$ cat config.mk
export PLATFORM = sky130hd
export DESIGN_NAME = pwm_modulo
export DESIGN_NICKNAME = d
export VERILOG_FILES = /design/src/rtl/pwm_modulo.sv
export SDC_FILE = /design/constraint.sdc
export NUM_CORES = 1
export LEC_CHECK = 0
export ABC_AREA = 1
export CAP_MARGIN = 5
export CORE_AREA = 5 5 98 100
export DETAILED_ROUTE_END_ITERATION = 10
export DIE_AREA = 0 0 103 105
export DONT_BUFFER_PORTS = 1
export GPL_TIMING_DRIVEN = 0
export PLACE_DENSITY_LB_ADDON = 0.08
export SYNTH_ARGS = -nofsm -noshare
export SYNTH_HDL_FRONTEND = slang
export SYNTH_SLANG_ARGS = --single-unit
export TNS_END_PERCENT = 30
$ cat constraint.sdc
create_clock -name clk -period 6.2 [get_ports clk]
set_clock_uncertainty 0.15 [all_clocks]
set_input_delay 0.93 -clock clk [delete_from_list [all_inputs] [get_ports clk]]
set_output_delay 0.93 -clock clk [all_outputs]
set_load 0.02 [all_outputs]
$ cat src/rtl/pwm_modulo.sv
// ============================================================================
// Module   : pwm_modulo
// Brief    : Complementary PWM pair with dead time, driven by an upstream
//            modulo counter; config is double-buffered to period boundaries.
// Revision : 1.0 - initial release
// ============================================================================
`default_nettype none

module pwm_modulo #(
   parameter int WIDTH = 32,
   parameter int DTW   = 8
) (
   input  logic             clk,
   input  logic             rst,
   input  logic             ena,
   input  logic [WIDTH-1:0] cnt,
   input  logic             wrp,
   input  logic             cfg_vld,
   output logic             cfg_rdy,
   input  logic [WIDTH:0]   cfg_dty,
   input  logic [DTW-1:0]   cfg_dtm,
   output logic             out_h,
   output logic             out_l,
   output logic             upd
);

   localparam logic [DTW-1:0] C_DTM_ONE  = DTW'(1);
   localparam logic [DTW-1:0] C_DTM_ZERO = '0;

   typedef enum logic [1:0] {
      LOW_ON  = 2'd0,
      DEAD_H  = 2'd1,
      HIGH_ON = 2'd2,
      DEAD_L  = 2'd3
   } state_t;

   logic             r_pnd;
   logic [WIDTH:0]   r_pnd_dty;
   logic [DTW-1:0]   r_pnd_dtm;
   logic [WIDTH:0]   r_act_dty;
   logic [DTW-1:0]   r_act_dtm;
   logic             r_upd;
   logic             r_raw;
   state_t           r_state;
   state_t           w_state_nxt;
   logic [DTW-1:0]   r_dc;
   logic [DTW-1:0]   w_dc_nxt;
   logic [DTW-1:0]   w_dtm_m1;
   logic             r_out_h;
   logic             r_out_l;
   logic             w_bnd;
   logic             w_xfer;

   assign w_bnd    = ena & wrp;
   assign w_xfer   = cfg_vld & ~r_pnd;
   assign cfg_rdy  = ~r_pnd;
   assign upd      = r_upd;
   assign out_h    = r_out_h;
   assign out_l    = r_out_l;
   assign w_dtm_m1 = r_act_dtm - C_DTM_ONE;

   // A transfer needs pnd=0 and an apply needs pnd=1, so the two never collide.
   always_ff @(posedge clk or posedge rst) begin
      if (rst) begin
         r_pnd     <= 1'b0;
         r_pnd_dty <= '0;
         r_pnd_dtm <= '0;
         r_act_dty <= '0;
         r_act_dtm <= '0;
         r_upd     <= 1'b0;
      end else begin
         r_upd <= w_bnd & r_pnd;
         r_pnd <= w_xfer | (r_pnd & ~w_bnd);
         if (w_bnd && r_pnd) begin
            r_act_dty <= r_pnd_dty;
            r_act_dtm <= r_pnd_dtm;
         end
         if (w_xfer) begin
            r_pnd_dty <= cfg_dty;
            r_pnd_dtm <= cfg_dtm;
         end
      end
   end

   always_ff @(posedge clk or posedge rst) begin
      if (rst) begin
         r_raw <= 1'b0;
      end else begin
         r_raw <= ({1'b0, cnt} < r_act_dty);
      end
   end

   always_ff @(posedge clk or posedge rst) begin
      if (rst) begin
         r_state <= DEAD_L;
         r_dc    <= '0;
         r_out_h <= 1'b0;
         r_out_l <= 1'b0;
      end else begin
         r_state <= w_state_nxt;
         r_dc    <= w_dc_nxt;
         r_out_h <= (w_state_nxt == HIGH_ON);
         r_out_l <= (w_state_nxt == LOW_ON);
      end
   end

   always_comb begin
      w_state_nxt = r_state;
      w_dc_nxt    = r_dc;
      case (r_state)
         LOW_ON: begin
            if (r_raw) begin
               if (r_act_dtm == C_DTM_ZERO) begin
                  w_state_nxt = HIGH_ON;
               end else begin
                  w_state_nxt = DEAD_H;
                  w_dc_nxt    = w_dtm_m1;
               end
            end
         end
         DEAD_H: begin
            // A high request shorter than the dead time falls back to low side.
            if (!r_raw) begin
               w_state_nxt = LOW_ON;
            end else if (r_dc == C_DTM_ZERO) begin
               w_state_nxt = HIGH_ON;
            end else begin
               w_dc_nxt = r_dc - C_DTM_ONE;
            end
         end
         HIGH_ON: begin
            if (!r_raw) begin
               if (r_act_dtm == C_DTM_ZERO) begin
                  w_state_nxt = LOW_ON;
               end else begin
                  w_state_nxt = DEAD_L;
                  w_dc_nxt    = w_dtm_m1;
               end
            end
         end
         DEAD_L: begin
            if (r_raw) begin
               if (r_act_dtm == C_DTM_ZERO) begin
                  w_state_nxt = HIGH_ON;
               end else begin
                  w_state_nxt = DEAD_H;
                  w_dc_nxt    = w_dtm_m1;
               end
            end else if (r_dc == C_DTM_ZERO) begin
               w_state_nxt = LOW_ON;
            end else begin
               w_dc_nxt = r_dc - C_DTM_ONE;
            end
         end
         default: begin
            w_state_nxt = DEAD_L;
            w_dc_nxt    = '0;
         end
      endcase
   end

endmodule

`default_nettype wire

==> metrics list, run 1 <==
* Count of hold buffers inserted by post-cts repair: 0
* Inserted Clock Buffers: 9
- CP Data Required Time: 5.12 ns
- The floorplan step defined a die boundary enclosing 0.01082 mm².
* Post-CTS setup buffer count: 0
- Synthesized area divided by synthesized cell count: 8.562 µm²
* Number of sinks on the clock net: 97
- Area of the core: 0.008593 mm²
- Global router's overall resource usage: 0.1975
- Across all register-to-register paths, the minimum setup slack is 4.42 ns.
- Starting DRT DRC Count: 118
- Of the synthesized area, sequential elements account for 0.4843.
- DRC violations left: 0
- Counting flops and latches in the post-synthesis netlist gives 97.
- Global-route wire length before repair: 17.13 mm
- Cell chain of the critical path: inv_1
- Gr ovfl total: 0
- Summed over all nets, the switching power comes to 0.0007656 W.
- The number of antenna violations at the first check in global routing came to 0.
* Leakage power figure: 2.834 nW
* Count of cell types in the netlist: 30
- Of the total power, the clock network draws 0.203.
- Setup repair after global routing left no endpoint under its margin.
* Slew at the pin closest to its max-slew limit: 0.5046 ns
- The biggest area contributor in the post-synthesis netlist is dfrtp_1.
* Class of the tightest hold or removal check: input port to asynchronous set/reset pin
- In the synthesized netlist, the number of instances is 586.
* Worst slew margin relative to its limit: 0.6636
- On the critical path, the stage with the largest delay is an instance of dfrtp_1.
- Once layout is done, the placed cells without fillers occupy 0.005378 mm².
- The repair_antennas step left the layout with diodes totalling 0.
- The number of nets handed over by synthesis was 698.
- Detailed placement HPWL: 7.538 mm
- The kind of cell with the highest combined delay along the critical path is flip-flops.
- # IOs: 82
- Placer Congestion: 0.8416
- Top cells by count, synth: nand2_1, dfrtp_1, inv_1
- The worst path needs 2.031 ns of the cycle, external delays included.
- The most used flip-flop cell after synthesis is dfrtp_1.
* Cell Count, Final, Fillers Out: 711
- Peak fanout along the critical path: 3
* Clock latency at the later pin of the worst-skew pair: 0.37 ns
- Based on the critical path, the design can be clocked at up to 492.5 MHz.
- The die is 103 µm wide.
* Fraction of met3 tracks used by global routing: 0.05463
- The worst setup path is captured at a primary output.
* Max-cap viol count: 0
* Outcome: complete, no violations
* Critical path buffer and inverter count: 1
- Of the total power, combinational logic draws 0.347.
- Number of placed instances with taps included: 695
* Residual antenna-violating net count after detailed routing: 0
* Cts repair resizes: 0
* GR met2 Demand/Resource: 0.3300
- Once layout is complete, the utilization of the core stands at 0.6258.
- The final number of max-transition violations is 0.
- Net Sw Frac: 0.3726
* Crit path kind: flop to primary output
- The floorplan has 34 rows.
- Relative to the synthesized area, the layout overhead comes to 7.182%.
- Via count of the routed design: 3,670
- Summing all placed instances gives a cell area of 0.005182 mm².
* Starting density of the core: 0.5839
- Yosys mapped a number of flops with a built-in enable equal to 0.
- The clock passes through at most 2 buffers.
* Wire length after detailed routing: 9.932 mm
* Total power density per cell area: 382.1 mW/mm²
- Chip height: 105 µm
- Of the total power, registers draw 0.450.
* Pin count of the biggest net entering global routing: 64
- Post-synthesis instance area: 0.005017 mm²
- In the final routed layout, each cell accounts on average for 13.97 µm.
- The H-tree was split into 3 levels.
* CP Launch Type: flop
- Max VDD drop: 0.1556 mV
- TritonCTS clock tree: yes
- Internal power of the cells: 0.001289 W
* Most numerous cell in the Yosys netlist: nand2_1
* Detailed-router iteration count before antenna repair: 4
- Dividing the final minimum period by the clock period gives 0.3275.
* Share of synthesized registers carrying an async set or reset: 1.000
- Post-layout net count: 710
- Of the post-synthesis cell area, the dominant cell type holds 0.4738.
- Yosys printed 0 warnings.
* Setup-violating endpoint count in the final report: 0
* Sum of negative setup slack: 0 ns
- Clock-pin slew was measured on the worst setup and hold paths at 0.11 ns.
- Input/output buffers: 0
- Fraction of layout instances using a drive strength above 1: 0.1144
* Largest cells by area after synthesis: dfrtp_1, nand2_1, ha_1
* CP Data Arrival Time: 0.95 ns
- Met1 routing resource usage after global routing: 0.2462
- Final hold violations: 0
* Crit path largest cell delay: 0.41 ns
* Number of global-route vias before repair: 3,853
* GR peak layer: met2
- The cell sitting at the root of the clock tree is a clkbuf_8.
- Dividing the detail-routed via count by the number of cells gives 5.162.
worst paths after layout:
| path | from | endpoint | cells past startpoint |
|---|---|---|---|
| setup / recovery | r_pnd | cfg_rdy | 1 |
| hold / removal | rst | r_pnd_dty[15] | 1 |
| setup reg to reg | r_act_dty[24] | r_raw | 9 |
| hold reg to reg | r_pnd_dty[32] | r_act_dty[32] | 2 |
| max in group asynchronous | rst | r_state[0] | 2 |
| min in group clk | r_pnd_dty[32] | r_act_dty[32] | 2 |
routing by layer:
layer | share of wire | up-vias | wire length [µm]
li1 | - | 1859 | -
met1 | 0.44 | 1713 | 4327
met2 | 0.48 | 80 | 4815
met3 | 0.058 | 18 | 574
met4 | 0.022 | 0 | 214
met5 | 0 | - | 0
final cells by class:
cell class,instances,area [µm²]
fill,757,3216
tap,108,135.1
inverter,99,376.6
timing repair buffer,1,27.53
sequential,97,2430
multi-input combinational,375,2142
buffer,15,71.32
clock buffer,11,131.4
clock inverter,5,63.81
kinds of logic (layout without fill, tap and decap cells):
group	Yosys count	count (layout)	share of synthesized area
AND/OR/NAND/NOR	227	227	0.1930
buffers and inverters	114	131	0.08878
flip-flops	97	97	0.4843
AO/OA/AOI/OAI	88	88	0.09377
adder cells (fa/ha/maj)	34	34	0.08479
multiplexers	20	20	0.04489
XOR/XNOR	6	6	0.01047
power by group through the flow:
stage / sequential (W) / combinational (W) / clock [W]
floorplan: 0.000910 / 0.000586 / 0
global placement: 0.000932 / 0.000692 / 0
detailed placement: 0.000937 / 0.000718 / 0
CTS: 0.000924 / 0.000723 / 0.000428
global route: 0.000947 / 0.000840 / 0.000458
finish: 0.000924 / 0.000713 / 0.000417
stage by stage:
stage          setup slack (ns)  hold WS (ns)  total power [W]
2_1_floorplan             2.590        0.2864         0.001496
3_3_place_gp              1.555        0.3070         0.001624
3_5_place_dp              3.838        0.3115         0.001654
4_1_cts                   4.151        0.2947         0.002076
5_1_grt                   4.106        0.3113         0.002245
6_report                  4.169        0.2892         0.002055
cell usage in the layout (no fill, tap or decap), types with 6 or more instances in the layout:
master and instances:
xor2_1 6, buf_2 6, clkbuf_1 9, a21oi_1 33, nor2_1 53, nand3_1 14, ha_1 34, dfrtp_1 95
nand4_1 8, inv_2 7, mux2_2 20, inv_1 90, clkbuf_8 9, nand2_1 137, o21ai_0 44
worst register-to-register path, cell delays in order, from the launching register on:
cell and delay (ns):
dfrtp_1 0.36, inv_1 0.05, ha_1 0.28, nand2_1 0.07
nor2_1 0.17, nand4_1 0.15, nor2_1 0.21, nand3b_1 0.09
nor2_1 0.10, nor2_1 0.06
state kept, by name (all words and copies together) (netlist names):
signal	cells
r_raw	1
r_act_dty	33
r_pnd	1
r_act_dtm	8
upd	1
out_h	1
r_pnd_dtm	8
out_l	1
r_pnd_dty	33
r_dc	8
r_state	2
Note: power is estimated with default switching activity, not from simulation.
==> inputs of run 2 (changes only) <==
clock period = 1.9 ns   (was 6.2 ns; I/O delays follow)
==> metrics list, run 2 (synthesized netlist as in run 1, its figures left out) <==
- Outcome: complete, no violations (unchanged)
* Clk Tree Root Cell: clkbuf_8 (unchanged)
- Fraction of layout instances using a drive strength above 1: 0.1157 (was 0.1144)
* Destination of the worst register-to-register timing path: out_l (was r_raw)
* Period minus WS final: 1.783 ns
* Clock latency at the later pin of the worst-skew pair: 0.36 ns (was 0.37 ns)
- The number of H-tree levels came to 3 (unchanged).
* Peak fanout along the critical path: 10 (was 3)
- Cell with the biggest individual delay on the critical path: dfrtp_1 (unchanged)
- Final Power: 0.006902 W (was 0.002055 W)
- The I/O pin count was 82 (unchanged).
- Biggest registers after layout: r_act_dty (33), r_pnd_dty (33) (unchanged).
* CTS max path bufs: 2 (unchanged)
* Reg-to-Reg Start: r_act_dtm[0] (was r_act_dty[24])
* Unrepaired setup endpoints after global routing: true (was false)
* Area of the core: 0.008593 mm² (unchanged)
- The met1 routing resource usage after global routing came to 0.2631 (was 0.2462).
- Crit path kind: flop to flop (was flop to primary output)
- The cell that appears most often on the critical path is nand2_1.
- The critical path required time is 2.01 ns (was 5.12 ns).
- Antenna violations before repair: 0 (unchanged)
- Post-placement cell area: 0.005196 mm² (was 0.005182 mm²)
- Slew at the pin closest to its max-slew limit: 0.6269 ns (was 0.5046 ns)
- CP Data Arrival Time: 1.89 ns (was 0.95 ns)
- The final antenna diode count is 0 (unchanged).
- Clock-pin transition on the worst setup and hold timing paths: 0.10 ns (was 0.11 ns)
- The worst hold-check path type is input port to flop (was input port to asynchronous set/reset pin).
- Area Growth Syn to Fin: 16.86% (was 7.182%)
- Max-cap viol count: 0 (unchanged)
- The layout net count came to 755 (was 710).
* Global-route wire length before repair: 17.84 mm (was 17.13 mm)
- GR peak layer: met2 (unchanged)
- Cell chain of the critical path: inv_1 -> ha_2 -> nand3_2 -> nor2_4 -> nand2_1 -> nand2_1 -> nand2_1 -> nand4_1 -> nor2_1 (was inv_1)
* Worst slew margin relative to its limit: 0.5812 (was 0.6636)
* Depth of the worst hold-timing path: 3
- Setup-violating endpoint count in the final report: 0 (unchanged)
- Final hold violations: 0 (unchanged)
- TritonCTS clock tree: yes (unchanged)
- In this run the most critical hold path is launched from ena.
* Number of global-route vias before repair: 3,932 (was 3,853)
- The die span in x was 103 µm (unchanged).
- Detailed-route wire length per cell: 13.60 µm (was 13.97 µm)
* Placer Congestion: 0.8154 (was 0.8416)
- Gr ovfl total: 0 (unchanged)
* Tcrit/Tclk final: 0.9382
* Chip height: 105 µm (unchanged)
- The leading cell type in the layout, fill and taps excluded is nand2_1 (unchanged).
- Post-CTS setup buffer count: 0 (unchanged)
- The number of DRC violations after detailed routing is 0 (unchanged).
* Detailed placement HPWL: 7.687 mm (was 7.538 mm)
- The detailed-route wire length was 10.28 mm (was 9.932 mm).
- Die ar.: 0.01082 mm² (unchanged)
- Reg2Reg Depth: 9 (unchanged)
- Leakage power figure: 3.029 nW (was 2.834 nW)
- The post-route setup TNS came to 0 ns (unchanged).
* Number of pins exceeding their max-slew limit in the final report: 0 (unchanged)
* Residual antenna-violating net count after detailed routing: 0 (unchanged)
- The pin count of the biggest net entering global routing was 36 (was 64).
- The final cell utilization of the core is 0.6823 (was 0.6258).
- Register-to-Register Setup Slack: 0.12 ns (was 4.42 ns)
- Crit path largest cell delay: 0.39 ns (was 0.41 ns)
- Commonest non-fill, non-tap cells in the layout: nand2_1, dfrtp_1, inv_1, nor2_1 (was nand2_1, dfrtp_1, inv_1, nor2_1, o21ai_0)
* Max VDD drop: 0.5647 mV (was 0.1556 mV)
- Via/cell ratio: 5.132 (was 5.162)
* Global router's overall resource usage: 0.2039 (was 0.1975)
* Inserted Clock Buffers: 9 (unchanged)
- Detailed-router iteration count before antenna repair: 5 (was 4)
- Starting density of the core: 0.5839 (unchanged)
- Highest Clock Rate: 561.0 MHz
- The count of standard-cell rows was 34 (unchanged).
- Worst hold endpoint: r_act_dty[29]
- Fraction of met3 tracks used by global routing: 0.03997 (was 0.05463)
- Total power density per cell area: 1177 mW/mm² (was 382.1 mW/mm²)
* CP Launch Type: flop (unchanged)
- Post-route design area: 0.005863 mm² (was 0.005378 mm²)
* Number of sinks on the clock net: 97 (unchanged)
* GR met2 Demand/Resource: 0.3456 (was 0.3300)
* Filler cell count in the final layout: 726 (was 757)
* Via count of the routed design: 3,880 (was 3,670)
- The violation count after the first detailed-routing iteration came to 80 (was 118).
- The critical path capture point type was a flop (was primary output).
* Input/output buffers: 0 (unchanged)
[run 2: cell types whose count changed in the layout (fill, tap and decap cells not counted), sizes merged]
cell	previous run	this run
buf	9	10
clkbuf	18	17
clkinvlp	0	2
dlygate4sd3	0	44
inv	102	101
[run 2: layout make-up]
class                   instances  area [µm²]  area share
plain buffers                  15       72.57     0.01238
flip-flops and latches         97        2430      0.4144
inverters                      99       377.9     0.06445
clock inverters                 6       82.58     0.01408
multi-input cells             375        2147      0.3662
repair buffers                 46       480.5     0.08195
clock buffers                  10       137.6     0.02347
well taps                     108       135.1     0.02305
[run 2: where the power goes]
part / internal, W / switching (W)
sequential: 0.00268 / 0.000344
clock: 0.000675 / 0.000774
combinational: 0.000970 / 0.00146
[run 2: worst max-delay path: cells and delay by family, from the launching register on]
kind	cells	cell delay, ns
fa+ha+maj	1	0.22
simple gates	7	0.84
flops	1	0.39
buf+inv	1	0.09
[run 2: repair_timing]
action,4_1_cts,5_1_grt
resized for setup,0,4
endpoints found under the hold margin,71,0
setup endpoints to repair,0,9
hold buffers,44,0
[run 2: per-layer routing]
layer / vias up / routed length [µm]
met5: - / 0
met4: 0 / 135
met3: 12 / 484
met2: 85 / 5144
met1: 1825 / 4515
li1: 1958 / -
[run 2: worst max path at each step]
stage                         end  slack [ns]  cells after the start          start
global placement     r_act_dty[5]       -0.20                      1            rst
floorplan                   out_h        0.32                      1            rst
CTS                         r_raw        0.11                      9  r_act_dty[24]
global route        r_pnd_dty[29]       -0.02                      5          r_pnd
detailed placement          r_raw        0.13                      9  r_act_dty[24]
finish                      out_l        0.12                      9   r_act_dtm[0]
[run 2: metrics by stage]
step | setup WS, ns | hold slack [ns] | instances
6_report | 0.1174 | 0.2053 | 756
5_1_grt | -0.01977 | 0.2652 | 756
4_1_cts | 0.1104 | 0.2008 | 756
3_5_place_dp | 0.1291 | 0.1215 | 696
3_3_place_gp | -0.2040 | 0.2803 | 694
2_1_floorplan | 0.3190 | 0.2735 | 586
==> inputs of run 3 (changes only) <==
CORE_AREA = 5 5 125 79   (was 5 5 98 100)
CTS_BUF_LIST = sky130_fd_sc_hd__clkbuf_2   (was not set)
DIE_AREA = 0 0 130 84   (was 0 0 103 105)
==> metrics list, run 3 (synthesized netlist as in run 1, its figures left out) <==
* Unrepaired setup endpoints after global routing: true (unchanged)
- The final count of negative-setup-slack endpoints is 0 (unchanged).
- Number of global-route vias before repair: 4,065 (was 3,932)
- Antenna violations before repair: 0 (unchanged)
* Input/output buffers: 0 (unchanged)
- The leading cell type in the layout, fill and taps excluded is nand2_1 (unchanged).
- The number of H-tree levels is 3 (unchanged).
- Post-layout net count: 764 (was 755)
* Crit path kind: flop to flop (unchanged)
- Biggest registers after layout: r_act_dty (33), r_pnd_dty (33) (unchanged)
- The CTS buffer count came to 9 (unchanged).
- The cell at the slowest stage of the critical path is dfrtp_1 (unchanged).
* Outcome: complete, no violations (unchanged)
* Area of the core: 0.008783 mm² (was 0.008593 mm²)
* Clk Tree Root Cell: clkbuf_2 (was clkbuf_8)
* Tcrit/Tclk final: 0.9314 (was 0.9382)
- Number of pins exceeding their max-slew limit in the final report: 0 (unchanged)
- Setup crit end kind: flop (unchanged)
- The worst hold-check path type is input port to flop (unchanged).
* Die ar.: 0.01092 mm² (was 0.01082 mm²)
- Via/cell ratio: 5.060 (was 5.132)
* Fraction of layout instances using a drive strength above 1: 0.1220 (was 0.1157)
- Gr ovfl total: 0 (unchanged)
- The initial core utilization came to 0.5712 (was 0.5839).
* Width of the chip: 130 µm (was 103 µm)
- Commonest non-fill, non-tap cells in the layout: nand2_1, dfrtp_1, inv_1, nor2_1, dlygate4sd3_1 (was nand2_1, dfrtp_1, inv_1, nor2_1)
- The overall routing resource usage came to 0.2197 (was 0.2039).
* Crit path largest cell delay: 0.46 ns (was 0.39 ns)
- The I/O pin count came to 82 (unchanged).
- The worst slew slack as a fraction of its limit is 0.5562 (was 0.5812).
- The count of antenna-violating nets left after detailed routing was 0 (unchanged).
* Clock-pin transition on the worst setup and hold timing paths: 0.26 ns (was 0.10 ns)
- Leakage power figure: 3.013 nW (was 3.029 nW)
- Period minus WS final: 1.770 ns (was 1.783 ns)
- The sum of buffers and inverters on the critical path came to 3 (was 1).
* Highest Clock Rate: 565.1 MHz (was 561.0 MHz)
- CTS max path bufs: 2 (unchanged)
- The clock latency on the worst-skew pair came to 0.55 ns (was 0.36 ns).
- The detailed-route wire length is 11.09 mm (was 10.28 mm).
- The nature of the critical path startpoint is a flop (unchanged).
- Cell chain of the critical path: inv_1 -> nand2_1 -> buf_4 -> buf_2 -> a21oi_1 (was inv_1 -> ha_2 -> nand3_2 -> nor2_4 -> nand2_1 -> nand2_1 -> nand2_1 -> nand4_1 -> nor2_1).
* Peak fanout along the critical path: 10 (unchanged)
* CP Data Arrival Time: 2.12 ns (was 1.89 ns)
* Slew at the pin closest to its max-slew limit: 0.6643 ns (was 0.6269 ns)
- Setup slack after layout: 0.1304 ns (was 0.1174 ns)
- Placer Congestion: 0.8269 (was 0.8154)
- The die extent in y came to 84 µm (was 105 µm).
* Detailed-route wire length per cell: 14.37 µm (was 13.60 µm)
* Detailed placement HPWL: 8.046 mm (was 7.687 mm)
- The number of DRC violations after detailed routing came to 0 (unchanged).
- The post-route worst hold slack was 0.04606 ns (was 0.2053 ns).
* TritonCTS clock tree: yes (unchanged)
- Max VDD drop: 0.5005 mV (was 0.5647 mV)
* Max-cap viol count: 0 (unchanged)
- Global-route wire length before repair: 19.33 mm (was 17.84 mm)
- The area growth from synthesis to final layout is 16.16% (was 16.86%).
* Filler cell count in the final layout: 740 (was 726)
- Final hold violations: 0 (unchanged)
- The clock sink count was 97 (unchanged).
- Via count of the routed design: 3,906 (was 3,880)
- Total power density per cell area: 1101 mW/mm² (was 1177 mW/mm²)
* Detailed-router iteration count before antenna repair: 5 (unchanged)
* Site row count: 27 (was 34)
* Pin count of the biggest net entering global routing: 43 (was 36)
- Util after Layout: 0.6635 (was 0.6823)
- Starting DRT DRC Count: 152 (was 80)
- CP Data Required Time: 2.25 ns (was 2.01 ns)
* Number of antenna repair diodes: 0 (unchanged)
- The worst setup slack before clock tree synthesis was 0.09135 ns (was 0.1291 ns).
* Crit path max-delay family: buffers and inverters (was simple AND/OR/NAND/NOR gates)
[run 3: through the flow]
stage | power [W] | std cells | setup TNS, ns | cell area, µm²
3_3_place_gp | 0.005308 | 702 | -18.00 | 5166
2_1_floorplan | 0.004883 | 586 | 0 | 5021
4_1_cts | 0.006369 | 768 | 0 | 5779
6_report | 0.006418 | 772 | 0 | 5828
3_5_place_dp | 0.005440 | 704 | 0 | 5206
5_1_grt | 0.007022 | 772 | -0.003053 | 5828
[run 3: worst min-delay path, delay by kind of cell]
kind	cells	cell delay [ns]
compound gates	3	0.22
fa+ha+maj	1	0.12
simple gates	3	0.14
[run 3: final cells by class]
class,instances,area [µm²],area share
Clock inverter,5,32.53,0.005582
Timing Repair Buffer,55,560.5,0.09618
Inverter,99,377.9,0.06483
Sequential cell,97,2430,0.4169
Multi-Input combinational cell,375,2160,0.3705
Clock buffer,10,50.05,0.008587
Buffer,15,72.57,0.01245
Tap cell,116,145.1,0.02490
[run 3: power breakdown]
part           leakage [nW]  switching (W)  internal, W  total, W
Sequential             1.14       0.000357      0.00267   0.00303
Clock                0.0518       0.000682     0.000168  0.000850
Combinational          1.82        0.00154      0.00101   0.00254
[run 3: repair_timing]
action	CTS	global route
hold endpoints to repair	141	0
setup buffers	0	4
resized for setup	0	9
hold buffers	49	0
endpoints found under the setup margin	0	12
[run 3: path summary, 6_finish.rpt]
path | start | slack, ns | depth (start not counted) | to
worst min register to register | r_pnd_dty[10] | 0.35 | 2 | r_act_dty[10]
worst max-delay path | r_pnd | 0.13 | 5 | r_pnd_dty[15]
worst min-delay path | cnt[29] | 0.05 | 7 | r_raw
max in group asynchronous | rst | 0.80 | 3 | r_state[1]
min in group asynchronous | rst | 0.11 | 2 | r_pnd_dtm[5]
worst max register to register | r_pnd | 0.13 | 5 | r_pnd_dty[15]
[run 3: routing by layer]
layer  wire length, µm  global-route usage  up-vias
li1                  -                   -     1968
met1              5214              0.3046     1834
met2              5213              0.3483       94
met3               577             0.05435       10
met4                87             0.05189        0
met5                 0                   0        -
